**src/rtl/price_text_pkg.sv**
```systemverilog
// Shared definitions for the price-text path: the encoder FSM state encoding,
// font character codes used for the text buffer, and the BCD digit width.
package price_text_pkg;

   typedef enum logic [1:0] {
      IDLE  = 2'd0,
      SHIFT = 2'd1,
      WRITE = 2'd2,
      DONE  = 2'd3
   } state_t;

   localparam logic [6:0] CHAR_ZERO  = 7'h30;
   localparam logic [6:0] CHAR_SPACE = 7'h20;
   localparam int         DIGIT_W    = 4;

endpackage

```
**src/rtl/bcd_add3_stage.sv**
```systemverilog
// Double-dabble correction stage: every BCD nibble holding 5 or more gets 3
// added so that the following left shift carries correctly into the next
// decimal digit. Purely combinational; a nibble never exceeds 9 before the
// shift, so the 4-bit add never carries out.
module bcd_add3_stage
   import price_text_pkg::*;
#(
   parameter int NDIG = 5
) (
   input  logic [DIGIT_W*NDIG-1:0] i_bcd,
   output logic [DIGIT_W*NDIG-1:0] o_bcd
);

   // Correct each nibble independently before the next shift
   always_comb begin
      o_bcd = i_bcd;
      for (int d = 0; d < NDIG; d++) begin
         if (i_bcd[d*DIGIT_W +: DIGIT_W] >= 4'd5) begin
            o_bcd[d*DIGIT_W +: DIGIT_W] = i_bcd[d*DIGIT_W +: DIGIT_W] + 4'd3;
         end
      end
   end

endmodule

```
**src/rtl/price_char_encoder.sv**
```systemverilog
// Binary price to decimal text encoder. Saturates the input at MAX_VAL,
// converts it with a bit-serial double-dabble (one bit per cycle), then
// writes NDIG character cells into the text buffer, most-significant first.
// Optional build macro LEAD_ZERO_BLANK_EN: leading zero digits are written
// as spaces; the least-significant digit is always a numeral.
module price_char_encoder
   import price_text_pkg::*;
#(
   parameter int                PRICE_W   = 17,
   parameter int                NDIG      = 5,
   parameter int                ADDR_W    = 8,
   parameter logic [ADDR_W-1:0] BASE_ADDR = 8'd0,
   parameter int                MAX_VAL   = 99999
) (
   input  logic                    CLK,
   input  logic                    RST,
   input  logic                    start,
   input  logic [PRICE_W-1:0]      price_bin,
   output logic                    busy,
   output logic                    done,
   output logic                    overflow,
   output logic [DIGIT_W*NDIG-1:0] bcd_out,
   output logic                    wr_en,
   output logic [ADDR_W-1:0]       wr_addr,
   output logic [6:0]              wr_char
);

   localparam int BCD_W = DIGIT_W * NDIG;
   localparam int CNT_W = (PRICE_W > 1) ? $clog2(PRICE_W) : 1;
   localparam int IDX_W = (NDIG > 1) ? $clog2(NDIG) : 1;

   state_t               r_state;
   state_t               w_nextState;
   logic                 w_accept;
   logic [PRICE_W-1:0]   r_operand;
   logic [BCD_W-1:0]     r_bcd;
   logic [BCD_W-1:0]     w_adjBcd;
   logic [BCD_W-1:0]     r_bcdOut;
   logic [CNT_W-1:0]     r_bitCnt;
   logic [IDX_W-1:0]     r_index;
   logic                 r_overflow;
   logic [DIGIT_W-1:0]   w_digit;
   logic [6:0]           w_cellChar;
`ifdef LEAD_ZERO_BLANK_EN
   logic                 r_seenNonZero;
`endif

   bcd_add3_stage #(
      .NDIG (NDIG)
   ) u_add3 (
      .i_bcd (r_bcd),
      .o_bcd (w_adjBcd)
   );

   assign overflow = r_overflow;
   assign bcd_out  = r_bcdOut;

   // State register; reset aborts any conversion in flight
   always_ff @(posedge CLK or posedge RST) begin
      if (RST) begin
         r_state <= IDLE;
      end else begin
         r_state <= w_nextState;
      end
   end

   // Pick out the digit addressed by the current write index
   always_comb begin
      w_digit = '0;
      for (int d = 0; d < NDIG; d++) begin
         if (r_index == IDX_W'(d)) begin
            w_digit = r_bcd[d*DIGIT_W +: DIGIT_W];
         end
      end
   end

   // Character for the current cell, blanking leading zeros when enabled
   always_comb begin
      w_cellChar = CHAR_ZERO + {3'b000, w_digit};
`ifdef LEAD_ZERO_BLANK_EN
      if (!r_seenNonZero && (w_digit == '0) && (r_index != '0)) begin
         w_cellChar = CHAR_SPACE;
      end
`endif
   end

   // Next-state logic and the handshake/write-port outputs decoded from state
   always_comb begin
      w_nextState = r_state;
      w_accept    = 1'b0;
      busy        = 1'b0;
      done        = 1'b0;
      wr_en       = 1'b0;
      wr_addr     = BASE_ADDR;
      wr_char     = CHAR_SPACE;
      case (r_state)
         IDLE: begin
            if (start) begin
               w_accept    = 1'b1;
               w_nextState = SHIFT;
            end
         end
         SHIFT: begin
            busy = 1'b1;
            if (r_bitCnt == '0) begin
               w_nextState = WRITE;
            end
         end
         WRITE: begin
            busy    = 1'b1;
            wr_en   = 1'b1;
            wr_addr = BASE_ADDR + ADDR_W'(NDIG - 1) - ADDR_W'(r_index);
            wr_char = w_cellChar;
            if (r_index == '0) begin
               w_nextState = DONE;
            end
         end
         DONE: begin
            done        = 1'b1;
            w_nextState = IDLE;
         end
         default: begin
            w_nextState = IDLE;
         end
      endcase
   end

   // Conversion datapath: latch the saturated operand, shift it through the
   // BCD accumulator, then step the write index down and publish the result
   always_ff @(posedge CLK or posedge RST) begin
      if (RST) begin
         r_operand     <= '0;
         r_bcd         <= '0;
         r_bcdOut      <= '0;
         r_bitCnt      <= '0;
         r_index       <= '0;
         r_overflow    <= 1'b0;
`ifdef LEAD_ZERO_BLANK_EN
         r_seenNonZero <= 1'b0;
`endif
      end else begin
         case (r_state)
            IDLE: begin
               if (w_accept) begin
                  if (price_bin > PRICE_W'(MAX_VAL)) begin
                     r_operand  <= PRICE_W'(MAX_VAL);
                     r_overflow <= 1'b1;
                  end else begin
                     r_operand  <= price_bin;
                     r_overflow <= 1'b0;
                  end
                  r_bcd    <= '0;
                  r_bitCnt <= CNT_W'(PRICE_W - 1);
`ifdef LEAD_ZERO_BLANK_EN
                  r_seenNonZero <= 1'b0;
`endif
               end
            end
            SHIFT: begin
               {r_bcd, r_operand} <= {w_adjBcd, r_operand} << 1;
               r_bitCnt           <= r_bitCnt - CNT_W'(1);
               r_index            <= IDX_W'(NDIG - 1);
            end
            WRITE: begin
               r_index <= r_index - IDX_W'(1);
`ifdef LEAD_ZERO_BLANK_EN
               if (w_digit != '0) begin
                  r_seenNonZero <= 1'b1;
               end
`endif
               if (r_index == '0) begin
                  r_bcdOut <= r_bcd;
               end
            end
            default: begin
            end
         endcase
      end
   end

endmodule

```
**config.mk**
```make
export PLATFORM = sky130hd
export DESIGN_NAME = price_char_encoder
export DESIGN_NICKNAME = d
export VERILOG_FILES = /design/src/rtl/price_text_pkg.sv /design/src/rtl/bcd_add3_stage.sv /design/src/rtl/price_char_encoder.sv
export SDC_FILE = /design/constraint.sdc
export NUM_CORES = 1
export LEC_CHECK = 0
export BUFFER_PORTS_ARGS = -buffer_cell sky130_fd_sc_hd__clkbuf_2
export CORE_AREA = 2 2 119 86
export DETAILED_ROUTE_END_ITERATION = 6
export DIE_AREA = 0 0 121 88
export HOLD_SLACK_MARGIN = 0.06
export MAX_ROUTING_LAYER = met4
export PLACE_DENSITY = 0.6
export REMOVE_ABC_BUFFERS = 1
export SLEW_MARGIN = 20
export SYNTH_ARGS = -nofsm -noshare
export SYNTH_HDL_FRONTEND = slang
export SYNTH_HIERARCHICAL = 1
export SYNTH_SLANG_ARGS = --single-unit
```
**constraint.sdc**
```tcl
create_clock -name CLK -period 5.65 [get_ports CLK]
set_clock_uncertainty 0.05 [all_clocks]
set_input_delay 0 -clock CLK [delete_from_list [all_inputs] [get_ports CLK]]
set_output_delay 0 -clock CLK [all_outputs]
set_load 0.01 [all_outputs]
```
-- Word level (Yosys, flattened, before mapping)
Cells that the tools add are included.
- register bits: 68
- bits of input ports: 20
- output and inout port bits: 39
- order comparisons: 6
- equality and inequality tests: 11
- mux-type cells: 30
- reduce and logical (&&, ||, !) cells: 10
- add/subtract/negate cells: 9
- operator list (operator ; number):
    $pmux 20 s2 ; 1
    $mux 4 ; 9
    $mux 17 ; 2
    $pmux 17 s2 ; 1
    $ge 4x3->1 const B ; 5
    $mux 20 ; 1
    $gt 17x17->1 const B ; 1
    $add 4x2->4 const B ; 4
    $pmux 5 s2 ; 1
    $mux 8 ; 1
    $ne 2x2->1 const B ; 4
    $pmux 2 s4 ; 1
    $add 6x4->7 const A ; 1
    $mux 7 ; 1
    $eq 3x2->1 const B ; 2
    $mux 1 ; 6
    $mux 2 ; 3
    $pmux 3 s2 ; 1
    $reduce_and 2->1 ; 3
    $logic_not 5->1 ; 1
    $mux 5 ; 1
    $sub 5x1->5 const B ; 1
    $eq 2x2->1 const B ; 2
    $reduce_bool 2->1 ; 2
    other kinds (11) ; 11

-- Longest topological paths before layout
Gate-level depths: netlist of run 1.
- word-level depth: 8
- gate-level depth with buffers: 9

-- Hierarchy
Netlist of run 1, hierarchy kept.
- by module, submodules not included (module ; cells an instance ; seq. area each (µm²) ; times used ; area each (µm²)):
    price_char_encoder ; 300 ; 1701.6 ; 1 ; 3204.3
    bcd_add3_stage ; 80 ; 0.0 ; 1 ; 506.7

-- Worst setup path before layout of run 1
Ideal clock, no wire load.
- kind: reg2reg
- from: reg r_index[0]
- to: reg r_bcdOut[1] (netlist: bcd_out[1])
- cell stages (with the launch flop): 7
- clock period less this slack: 1.877 ns
- buffers on the path: 1
- arrival time: 1.702 ns
- setup slack: 3.773 ns
- cell sequence: dfrtp_1 > inv_1 > ha_1 > ha_1 > nand2_1 > clkbuf_1 > mux2_2
- cells in the longest elaborated chain, start to end: 2
- RTL lines (what ; line ; source):
    from (decl) ; price_char_encoder.sv:40 ; logic [IDX_W-1:0] r_index;
    from (signal assigned) ; price_char_encoder.sv:162 ; r_index <= IDX_W'(NDIG - 1);
    from (signal assigned) ; price_char_encoder.sv:165 ; r_index <= r_index - IDX_W'(1);
    $logic_not 3->1 ; price_char_encoder.sv:171 ; if (r_index == '0) begin
    $reduce_and 2->1 (no source line) ; -- ;
    to (signal assigned) ; price_char_encoder.sv:172 ; r_bcdOut <= r_bcd;
    to (decl) ; price_char_encoder.sv:38 ; logic [BCD_W-1:0] r_bcdOut;
No other way between the ends.
A chain may end at the register's enable or synchronous reset.

-- Final worst setup path of run 1
- from: reg r_state[1]
- to: reg r_bitCnt[3]
- cells in the longest elaborated chain, start to end: 4
- elaborated cells on any way between the ends: 7
- those cells by class: eq/ne (2); mux (2); reduce/logical (3)
- RTL lines (what ; line ; source):
    from (decl) ; price_char_encoder.sv:32 ; state_t r_state;
    from (signal assigned) ; price_char_encoder.sv:63 ; r_state <= w_nextState;
    $logic_not 2->1 ; price_char_encoder.sv:96, price_char_encoder.sv:142 ;
    $mux 1 ; price_char_encoder.sv:96 ; case (r_state)
    $ne 2x2->1 (no source line) ; -- ;
    $reduce_and 2->1 (no source line) ; -- ;
    to (signal assigned) ; price_char_encoder.sv:153 ; r_bitCnt <= CNT_W'(PRICE_W - 1);
    to (signal assigned) ; price_char_encoder.sv:161 ; r_bitCnt <= r_bitCnt - CNT_W'(1);
    to (decl) ; price_char_encoder.sv:39 ; logic [CNT_W-1:0] r_bitCnt;
Several ways; a longest one is shown, not always the timed one.

==> results of run 1 <==
final timing paths:
check / to / slack [ps] / cells after the start
worst min-delay path: r_operand[13] / 90 / 4
min in group asynchronous: r_operand[4] / 400 / 4
worst min register to register: bcd_out[8] / 430 / 2
worst max-delay path: r_bitCnt[3] / 3220 / 7
worst max register to register: r_bitCnt[3] / 3220 / 7
max in group asynchronous: bcd_out[5] / 4570 / 4
report_power, final:
group | internal, mW | switching (mW)
clock | 0.321 | 0.199
sequential | 0.670 | 0.166
combinational | 0.457 | 0.594
registers in the layout (all words and copies together), names as in the netlist:
name / flops
r_state: 2
bcd_out: 20
overflow: 1
r_operand: 17
r_index: 3
r_bcd: 20
r_bitCnt: 5
per-stage QoR:
| stage | hold slack, ps | worst slack (ps) | instance area [um^2] | cells | util |
|---|---|---|---|---|---|
| after detailed placement | 181 | 3170 | 4030 | 541 | 0.425 |
| after global routing | 106 | 2920 | 4490 | 575 | 0.473 |
| final | 89.6 | 3220 | 4490 | 575 | 0.473 |
| after global placement | 173 | 3300 | 4030 | 541 | 0.425 |
| after floorplan | 66.3 | 3350 | 3580 | 355 | - |
| after CTS | 75.9 | 3170 | 4490 | 575 | 0.473 |
layout make-up:
| cell class | count | area, um^2 | share of cell area |
|---|---|---|---|
| clock buffer | 13 | 260 | 0.0579 |
| clock inverter | 3 | 21.3 | 0.00473 |
| inverter | 29 | 109 | 0.0242 |
| multi-input combinational | 258 | 1770 | 0.393 |
| sequential | 68 | 1700 | 0.379 |
| tap | 128 | 160 | 0.0356 |
| timing repair buffer | 76 | 475 | 0.106 |
routing by layer:
metal	part of all wire	track usage
met2	0.43	0.230
met3	0.042	0.0449
met5	0	-
met1	0.51	0.244
met4	0.018	0.0687
worst register-to-register path: stages, from the launching register on:
cell and delay, ps:
sky130_fd_sc_hd__dfrtp_1 380, sky130_fd_sc_hd__inv_1 80, sky130_fd_sc_hd__ha_1 400, sky130_fd_sc_hd__mux2i_2 760, sky130_fd_sc_hd__buf_4 370, sky130_fd_sc_hd__nor4_1 90, sky130_fd_sc_hd__xnor2_1 130, sky130_fd_sc_hd__nor2_1 50
layout by cell type (no fill, tap or decap), types with 2 or more instances in the layout:
master / instances
sky130_fd_sc_hd__a21o_1: 3
sky130_fd_sc_hd__a21oi_1: 18
sky130_fd_sc_hd__a21oi_2: 5
sky130_fd_sc_hd__a221oi_1: 4
sky130_fd_sc_hd__a22o_1: 19
sky130_fd_sc_hd__and2_1: 3
sky130_fd_sc_hd__buf_4: 2
sky130_fd_sc_hd__clkbuf_1: 2
sky130_fd_sc_hd__clkbuf_16: 9
sky130_fd_sc_hd__clkbuf_2: 56
sky130_fd_sc_hd__clkbuf_8: 2
sky130_fd_sc_hd__conb_1: 2
sky130_fd_sc_hd__dfrtp_1: 68
sky130_fd_sc_hd__dlygate4sd3_1: 18
sky130_fd_sc_hd__ha_1: 22
sky130_fd_sc_hd__inv_1: 28
sky130_fd_sc_hd__mux2_2: 18
sky130_fd_sc_hd__mux2i_1: 7
sky130_fd_sc_hd__nand2_1: 49
sky130_fd_sc_hd__nand2b_1: 12
sky130_fd_sc_hd__nand3_1: 2
sky130_fd_sc_hd__nor2_1: 21
sky130_fd_sc_hd__nor2b_1: 2
sky130_fd_sc_hd__nor3b_1: 4
sky130_fd_sc_hd__o21ai_0: 31
sky130_fd_sc_hd__o21ai_1: 4
sky130_fd_sc_hd__o22ai_1: 9
sky130_fd_sc_hd__o31ai_1: 2
sky130_fd_sc_hd__xnor2_1: 6
repair_timing:
action,4_1_cts,5_1_grt
hold buffers,18,0
gates resized for setup,0,0
hold endpoints to repair,83,0
==> insert_results.sql, run 1 <==
INSERT INTO impl_metrics (metric_group, metric, value, unit) VALUES
('sta', 'final.period_utilization', '0.430', ''),
('critical_path', 'worst_path_max_fanout', '18', ''),
('die', 'start_util', '0.389', ''),
('global_routing', 'antenna_found_initial', '0', ''),
('critical_path', 'startpoint', 'r_state[1]', ''),
('clock_tree', 'cts_max_path_buffers', '2', ''),
('critical_path', 'crit_chain', 'inv_1, ha_1, mux2i_2, buf_4, nor4_1, xnor2_1, nor2_1', ''),
('die', 'die_h', '88', 'um'),
('clock_tree', 'clk_sink_count', '68', ''),
('yosys', 'syn-mean-instance-area', '9.82', 'um^2'),
('power_and_ir_drop', 'power_density', '536', 'nW/um^2'),
('die', 'die_w', '121', 'um'),
('place', 'final_weighted_congestion_in_routability_driven_placement', '0.800', ''),
('place', 'placement.io_buffers', '56', ''),
('finish', 'drive_above_1_share', '0.226', ''),
('job', 'cap_viol_max_count', '0', ''),
('clock_tree', 'cts.root.buffer_cell', 'sky130_fd_sc_hd__clkbuf_16', ''),
('hold_path', 'hp-class', 'primary input to flip-flop', ''),
('critical_path', 'critPathMaxStageDelay', '760', 'ps'),
('critical_path', 'required', '5810', 'ps'),
('sta', 'fmax', '412', 'MHz'),
('finish', 'fillers', '931', ''),
('critical_path', 'reg2reg_from', 'r_state[1]', ''),
('global_routing', 'grt_first_pass_wirelength', '13600', 'um'),
('clock_tree', 'cts.reportedPaths.clkPinSlew', '50', 'ps'),
('sta', 'worst-slew-pin-transition', '990', 'ps'),
('sta', 'finalSetupViolations', '0', ''),
('finish', 'nNetsFinal', '484', ''),
('routing', 'drt-pass1-iter-count', '5', ''),
('power_and_ir_drop', 'peakVddDrop', '0.208', 'mV'),
('clock_tree', 'clock_latency', '330', 'ps'),
('die', 'rows', '30', ''),
('place', 'place.detailed.hpwl', '5660', 'um'),
('die', 'ios', '59', ''),
('clock_tree', 'ctsHtreeMaxLevel', '3', ''),
('sta', 'fin_tns_setup', '0', 'ps'),
('finish', 'antenna-diode-count', '0', ''),
('global_routing', 'grt_usage', '0.172', ''),
('power_and_ir_drop', 'leakagePower', '2.22', 'nW'),
('routing', 'detail_route.drc_violations', '0', ''),
('sta', 'final-max-slew-violation-count', '0', ''),
('yosys', 'post_synth_instance_area', '3690', 'um^2'),
('critical_path', 'critPathArrivalTime', '2590', 'ps'),
('routing', 'detailroute.via_count', '2885', ''),
('sta', 'final_hold_viol_count', '0', ''),
('finish', 'synthToLayoutAreaGrowth', '21.7', '%'),
('hold_path', 'source_of_the_worst_hold_timing_path', 'price_bin[13]', ''),
('yosys', 'postSynthCellCount', '376', ''),
('critical_path', 'critical_path.slowest_cell', 'sky130_fd_sc_hd__mux2i_2', ''),
('routing', 'routed_via_count_divided_by_cell_count', '5.02', ''),
('routing', 'wire_per_inst', '14.2', 'um'),
('status', 'outcome', 'finished clean', ''),
('global_routing', 'vias_in_the_first_global_route', '2712', ''),
('critical_path', 'critical_path.endpoint_type', 'flip-flop', ''),
('critical_path', 'start_kind', 'flip-flop', ''),
('power_and_ir_drop', 'fin_total_pwr', '2.41', 'mW'),
('clock_tree', 'tritoncts', 'done', ''),
('yosys', 'yosysWarningCount', '6', ''),
('critical_path', 'crit_type', 'flip-flop to flip-flop', ''),
('routing', 'detail-route-antenna-nets', '0', ''),
('sta', 'timing.max_slew.rel_slack', '0.339', ''),
('routing', 'finalWirelength', '8160', 'um'),
('global_routing', 'pin_count_of_the_biggest_net_entering_global_routing', '69', ''),
('clock_tree', 'cts_made_buffers', '9', ''),
('global_routing', 'gr-total-overflow', '0', ''),
('die', 'core_region_area', '9500', 'um^2'),
('clock_tree', 'post_cts.repair.setup_buffers', '0', ''),
('critical_path', 'timing.critical_path.max_delay_family', 'multiplexers', ''),
('routing', 'number_of_design_rule_violations_left_by_the_first_detailed_router_iteration', '135', ''),
('critical_path', 'worst-path-buf-inv', '2', ''),
('sta', 'finalCriticalPeriod', '2430', 'ps'),
('die', 'design.die.area', '10600', 'um^2'),
('sta', 'rsz0062_at_grt', 'no', '');
No activity file was read; power rests on OpenSTA's default activity.
==> run 2: changes to the inputs <==
- PLACE_DENSITY: 0.6 -> 0.62
- clock period: 5.65 -> 2.05 ns (I/O delays scaled with it)
==> insert_results.sql, run 2 (synthesis gave the netlist of run 1 again) <==
INSERT INTO impl_metrics (metric_group, metric, value, unit) VALUES
('sta', 'final.period_utilization', '0.950', ''),
('place', 'final_weighted_congestion_in_routability_driven_placement', '0.834', ''),
('finish', 'nNetsFinal', '490', ''),
('power_and_ir_drop', 'switching_power', '2.75', 'mW'),
('critical_path', 'crit_type', 'flip-flop to primary output', ''),
('hold_path', 'source_of_the_worst_hold_timing_path', 'price_bin[13]', ''),
('clock_tree', 'cts_max_path_buffers', '2', ''),
('routing', 'detail_route.drc_violations', '0', ''),
('critical_path', 'critPathMaxStageDelay', '430', 'ps'),
('finish', 'synthToLayoutAreaGrowth', '25.3', '%'),
('power_and_ir_drop', 'seq_power_share', '0.333', ''),
('place', 'place.detailed.hpwl', '5990', 'um'),
('power_and_ir_drop', 'fin_total_pwr', '6.95', 'mW'),
('clock_tree', 'cts.root.buffer_cell', 'sky130_fd_sc_hd__clkbuf_16', ''),
('sta', 'finalCriticalPeriod', '1950', 'ps'),
('routing', 'routed_via_count_divided_by_cell_count', '5.10', ''),
('clock_tree', 'clock_latency', '330', 'ps'),
('die', 'ios', '59', ''),
('global_routing', 'pin_count_of_the_biggest_net_entering_global_routing', '36', ''),
('routing', 'wire_per_inst', '14.6', 'um'),
('routing', 'number_of_design_rule_violations_left_by_the_first_detailed_router_iteration', '243', ''),
('die', 'die_w', '121', 'um'),
('finish', 'antenna-diode-count', '0', ''),
('critical_path', 'reg2reg_from', 'r_state[0]', ''),
('power_and_ir_drop', 'power.share.switching', '0.395', ''),
('routing', 'finalWirelength', '8490', 'um'),
('critical_path', 'critical_path.slowest_cell', 'sky130_fd_sc_hd__dfrtp_1', ''),
('critical_path', 'start_kind', 'flip-flop', ''),
('clock_tree', 'cts.reportedPaths.clkPinSlew', '50', 'ps'),
('status', 'outcome', 'finished clean', ''),
('finish', 'drive_above_1_share', '0.263', ''),
('clock_tree', 'clk_sink_count', '68', ''),
('power_and_ir_drop', 'power_frac_clock', '0.220', ''),
('global_routing', 'antenna_found_initial', '0', ''),
('job', 'cap_viol_max_count', '0', ''),
('critical_path', 'startpoint', 'r_index[0]', ''),
('sta', 'fmax', '513', 'MHz'),
('critical_path', 'required', '2000', 'ps'),
('die', 'die_h', '88', 'um'),
('finish', 'final_common_cell', 'sky130_fd_sc_hd__dfrtp_1', ''),
('global_routing', 'vias_in_the_first_global_route', '2745', ''),
('sta', 'timing.max_slew.rel_slack', '0.608', ''),
('global_routing', 'grt_usage', '0.177', ''),
('routing', 'route.met2.wl', '3740', 'um'),
('clock_tree', 'cts_made_buffers', '9', ''),
('sta', 'fin_tns_setup', '0', 'ps'),
('sta', 'final-max-slew-violation-count', '0', ''),
('finish', 'layout_common_cells', 'sky130_fd_sc_hd__dfrtp_1, sky130_fd_sc_hd__clkbuf_2, sky130_fd_sc_hd__nand2_1', ''),
('routing', 'detailroute.via_count', '2962', ''),
('sta', 'finalSetupViolations', '0', ''),
('die', 'core_region_area', '9500', 'um^2'),
('hold_path', 'hp-class', 'primary input to flip-flop', ''),
('routing', 'dr.max_layer_used', 'met4', ''),
('die', 'rows', '30', ''),
('global_routing', 'gr-total-overflow', '0', ''),
('critical_path', 'critPathArrivalTime', '1900', 'ps'),
('power_and_ir_drop', 'power_density', '1500', 'nW/um^2'),
('routing', 'drt-pass1-iter-count', '5', ''),
('routing', 'met3RoutedLength', '390', 'um'),
('sta', 'final_hold_viol_count', '0', ''),
('sta', 'worst-slew-pin-transition', '588', 'ps'),
('place', 'placement.io_buffers', '56', ''),
('routing', 'detail-route-antenna-nets', '0', ''),
('power_and_ir_drop', 'leakagePower', '2.27', 'nW'),
('global_routing', 'grt_first_pass_wirelength', '14000', 'um'),
('power_and_ir_drop', 'power_report.internal_total', '4.20', 'mW'),
('power_and_ir_drop', 'peakVddDrop', '0.582', 'mV'),
('die', 'start_util', '0.389', ''),
('routing', 'wl_met1', '4280', 'um'),
('critical_path', 'crit_chain', 'inv_4, ha_4, nor2_1, a221oi_1, o21ai_1, a21oi_2, clkbuf_2', ''),
('die', 'design.die.area', '10600', 'um^2'),
('clock_tree', 'tritoncts', 'done', ''),
('critical_path', 'critical_path.endpoint_type', 'primary output', ''),
('critical_path', 'worst_path_max_fanout', '9', ''),
('power_and_ir_drop', 'power.combinational.fraction', '0.447', ''),
('clock_tree', 'ctsHtreeMaxLevel', '3', '');
-- run 2: worst paths after layout --
path                       depth (start not counted)  slack (ps)       endpoint
max                                                7         100     wr_char[3]
min                                                4          80  r_operand[13]
max reg2reg                                        5         200       overflow
min reg2reg                                        2         430     bcd_out[8]
max in group asynchronous                          4        1070    bcd_out[18]
min in group asynchronous                          3         220   r_operand[6]
-- run 2: per-layer routing --
layer,vias to the layer above,GRT usage
met5,-,-
met4,0,0.0539
met3,11,0.0527
met2,66,0.242
met1,1445,0.251
li1,1440,-
-- run 2: stage by stage --
stage	utilization	area, um^2	hold WS (ps)	cells	setup slack, ps
final	0.487	4620	76.2	581	102
after global routing	0.487	4620	93.9	581	-8.71
after CTS	0.483	4590	67.4	581	10.9
after detailed placement	0.433	4120	42.0	549	167
after global placement	0.433	4120	31.0	549	220
after floorplan	-	3580	66.3	355	-246
-- run 2: repair_timing --
action	CTS	global route
pin swaps	1	3
hold buffers	16	0
buffers inserted	0	0
endpoints found under the hold margin	38	0
gates resized for setup	4	12
setup endpoints to repair	4	5
-- run 2: power groups by stage --
stage | Clock (mW) | Combinational, mW | Sequential, mW
floorplan | 0 | 2.04 | 2.25
global placement | 0 | 2.89 | 2.30
detailed placement | 0 | 2.98 | 2.33
CTS | 1.57 | 3.04 | 2.31
global route | 1.63 | 3.47 | 2.40
finish | 1.53 | 3.11 | 2.31
-- run 2: cell type report --
cell class	instances	area, um^2
clock buffer	12	246
clock inverter	4	48.8
fill	891	4870
inverter	29	111
multi-input combinational	258	1820
sequential	68	1700
tap	128	160
timing repair buffer	82	541
-- run 2: worst max-delay path: cells and delay by family (launching register included) --
kind                     cells  cell delay, ps
flip-flops                   1             430
buffers and inverters        2             270
AO/OA/AOI/OAI                3             610
adder cells (fa/ha/maj)      1             200
AND/OR/NAND/NOR              1              50
==> run 3: changes to the inputs <==
- CORE_AREA: 2 2 119 86 -> 2 2 100 102
- DIE_AREA: 0 0 121 88 -> 0 0 102 104
==> insert_results.sql, run 3 (synthesis gave the netlist of run 1 again) <==
INSERT INTO impl_metrics (metric_group, metric, value, unit) VALUES
('status', 'outcome', 'finished clean', ''),
('finish', 'drive_above_1_share', '0.266', ''),
('die', 'start_util', '0.387', ''),
('clock_tree', 'cts_made_buffers', '9', ''),
('die', 'die_w', '102', 'um'),
('clock_tree', 'tritoncts', 'done', ''),
('global_routing', 'grt_usage', '0.163', ''),
('power_and_ir_drop', 'power_density', '1420', 'nW/um^2'),
('critical_path', 'start_kind', 'flip-flop', ''),
('global_routing', 'busiest_layer', 'met2', ''),
('die', 'core_region_area', '9550', 'um^2'),
('finish', 'synthToLayoutAreaGrowth', '24.0', '%'),
('clock_tree', 'cts_max_path_buffers', '2', ''),
('job', 'cap_viol_max_count', '0', ''),
('clock_tree', 'cts.root.buffer_cell', 'sky130_fd_sc_hd__clkbuf_8', ''),
('routing', 'detail-route-antenna-nets', '0', ''),
('sta', 'final.period_utilization', '0.949', ''),
('global_routing', 'global_route.usage.met2', '0.262', ''),
('global_routing', 'antenna_found_initial', '0', ''),
('sta', 'fmax', '514', 'MHz'),
('die', 'design.die.area', '10600', 'um^2'),
('place', 'place.detailed.hpwl', '5520', 'um'),
('finish', 'final_common_cell', 'sky130_fd_sc_hd__dfrtp_1', ''),
('critical_path', 'required', '2000', 'ps'),
('routing', 'finalWirelength', '8080', 'um'),
('critical_path', 'critPathMaxStageDelay', '440', 'ps'),
('power_and_ir_drop', 'leakagePower', '2.25', 'nW'),
('routing', 'detailroute.via_count', '2936', ''),
('global_routing', 'pin_count_of_the_biggest_net_entering_global_routing', '69', ''),
('critical_path', 'cp_num_cells', '8', ''),
('global_routing', 'use_met3', '0.0336', ''),
('critical_path', 'critPathMostFrequentCell', 'sky130_fd_sc_hd__nand2_1', ''),
('global_routing', 'grt_first_pass_wirelength', '13400', 'um'),
('clock_tree', 'cts.reportedPaths.clkPinSlew', '80', 'ps'),
('routing', 'drt-pass1-iter-count', '5', ''),
('power_and_ir_drop', 'fin_total_pwr', '6.49', 'mW'),
('routing', 'number_of_design_rule_violations_left_by_the_first_detailed_router_iteration', '121', ''),
('routing', 'detail_route.drc_violations', '0', ''),
('routing', 'routed_via_count_divided_by_cell_count', '4.96', ''),
('critical_path', 'worst-path-buf-inv', '2', ''),
('clock_tree', 'ctsHtreeMaxLevel', '3', ''),
('sta', 'final_hold_viol_count', '0', ''),
('routing', 'wire_per_inst', '13.6', 'um'),
('clock_tree', 'clk_sink_count', '68', ''),
('global_routing', 'gr-total-overflow', '0', ''),
('place', 'postPlaceCellArea', '4130', 'um^2'),
('place', 'placement.io_buffers', '56', ''),
('sta', 'fin_tns_setup', '0', 'ps'),
('hold_path', 'hp-class', 'primary input to async pin', ''),
('global_routing', 'grt_use_met1', '0.204', ''),
('critical_path', 'critical_path.slowest_cell', 'sky130_fd_sc_hd__dfrtp_1', ''),
('power_and_ir_drop', 'peakVddDrop', '0.863', 'mV'),
('clock_tree', 'clock_latency', '350', 'ps'),
('die', 'rows', '36', ''),
('sta', 'finalCriticalPeriod', '1950', 'ps'),
('finish', 'layout.cell_area.non_filler', '4580', 'um^2'),
('critical_path', 'timing.critical_path.max_delay_family', 'flip-flops', ''),
('sta', 'finalSetupViolations', '0', ''),
('finish', 'nNetsFinal', '496', ''),
('finish', 'antenna-diode-count', '0', ''),
('global_routing', 'vias_in_the_first_global_route', '2865', ''),
('critical_path', 'crit_chain', 'inv_2, ha_1, ha_4, nand2_1, nand2_1, o21ai_0, a21oi_1, clkbuf_2', ''),
('critical_path', 'worst_path_max_fanout', '6', ''),
('critical_path', 'critPathArrivalTime', '1900', 'ps'),
('place', 'final_weighted_congestion_in_routability_driven_placement', '0.773', ''),
('finish', 'layout_common_cells', 'sky130_fd_sc_hd__dfrtp_1, sky130_fd_sc_hd__clkbuf_2, sky130_fd_sc_hd__nand2_1', ''),
('critical_path', 'critical_path.endpoint_type', 'primary output', ''),
('die', 'ios', '59', ''),
('critical_path', 'crit_type', 'flip-flop to primary output', ''),
('die', 'die_h', '104', 'um'),
('critical_path', 'worstRegToRegCells', '5', ''),
('sta', 'final-max-slew-violation-count', '0', ''),
('sta', 'rsz0062_at_grt', 'yes', '');
## run 3: metal layers
metal / wire, um / vias up
met5: 0 / -
li1: - / 1444
met3: 373 / 10
met1: 3690 / 1409
met2: 3900 / 73
met4: 106 / 0
## run 3: area by class of cell
type	count	area [um^2]
timing repair buffer	88	596
tap	133	166
clock buffer	10	128
sequential	68	1700
clock inverter	6	65.1
multi-input combinational	258	1810
fill	909	4970
inverter	29	111
## run 3: final timing paths
path                                      end  slack (ps)          from
worst min register to register     bcd_out[8]         430    bcd_out[8]
min in group CLK                 r_operand[3]         360  price_bin[3]
max in group asynchronous          r_index[2]        1460           RST
worst max-delay path               wr_char[2]         100    r_index[1]
worst max register to register       overflow         140    r_state[0]
worst min-delay path            r_operand[16]         200           RST
## run 3: power by group
part	total (mW)	internal (mW)	switching, mW
registers	2.28	1.84	0.437
logic	3.11	1.41	1.70
clock network	1.11	0.562	0.544
total	6.49	3.81	2.68
## run 3: through the flow
| step | util | hold WS [ps] | instances | worst slack, ps |
|---|---|---|---|---|
| floorplan | - | 66.3 | 355 | -246 |
| global placement | 0.433 | 45.1 | 555 | 255 |
| detailed placement | 0.433 | 46.4 | 555 | 201 |
| CTS | 0.475 | 219 | 591 | 12.2 |
| global route | 0.479 | 263 | 592 | -47.8 |
| finish | 0.479 | 199 | 592 | 105 |
## run 3: timing repair
item | CTS | global route
endpoints found under the hold margin | 86 | 0
pin swaps | 0 | 2
setup endpoints to repair | 9 | 5
gates resized for setup | 5 | 10
buffers inserted | 0 | 1
hold buffers | 20 | 0
## run 3: worst min-delay path: cells and delay by family
kind                   cells  cell delay, ps
buffers and inverters      4            1010
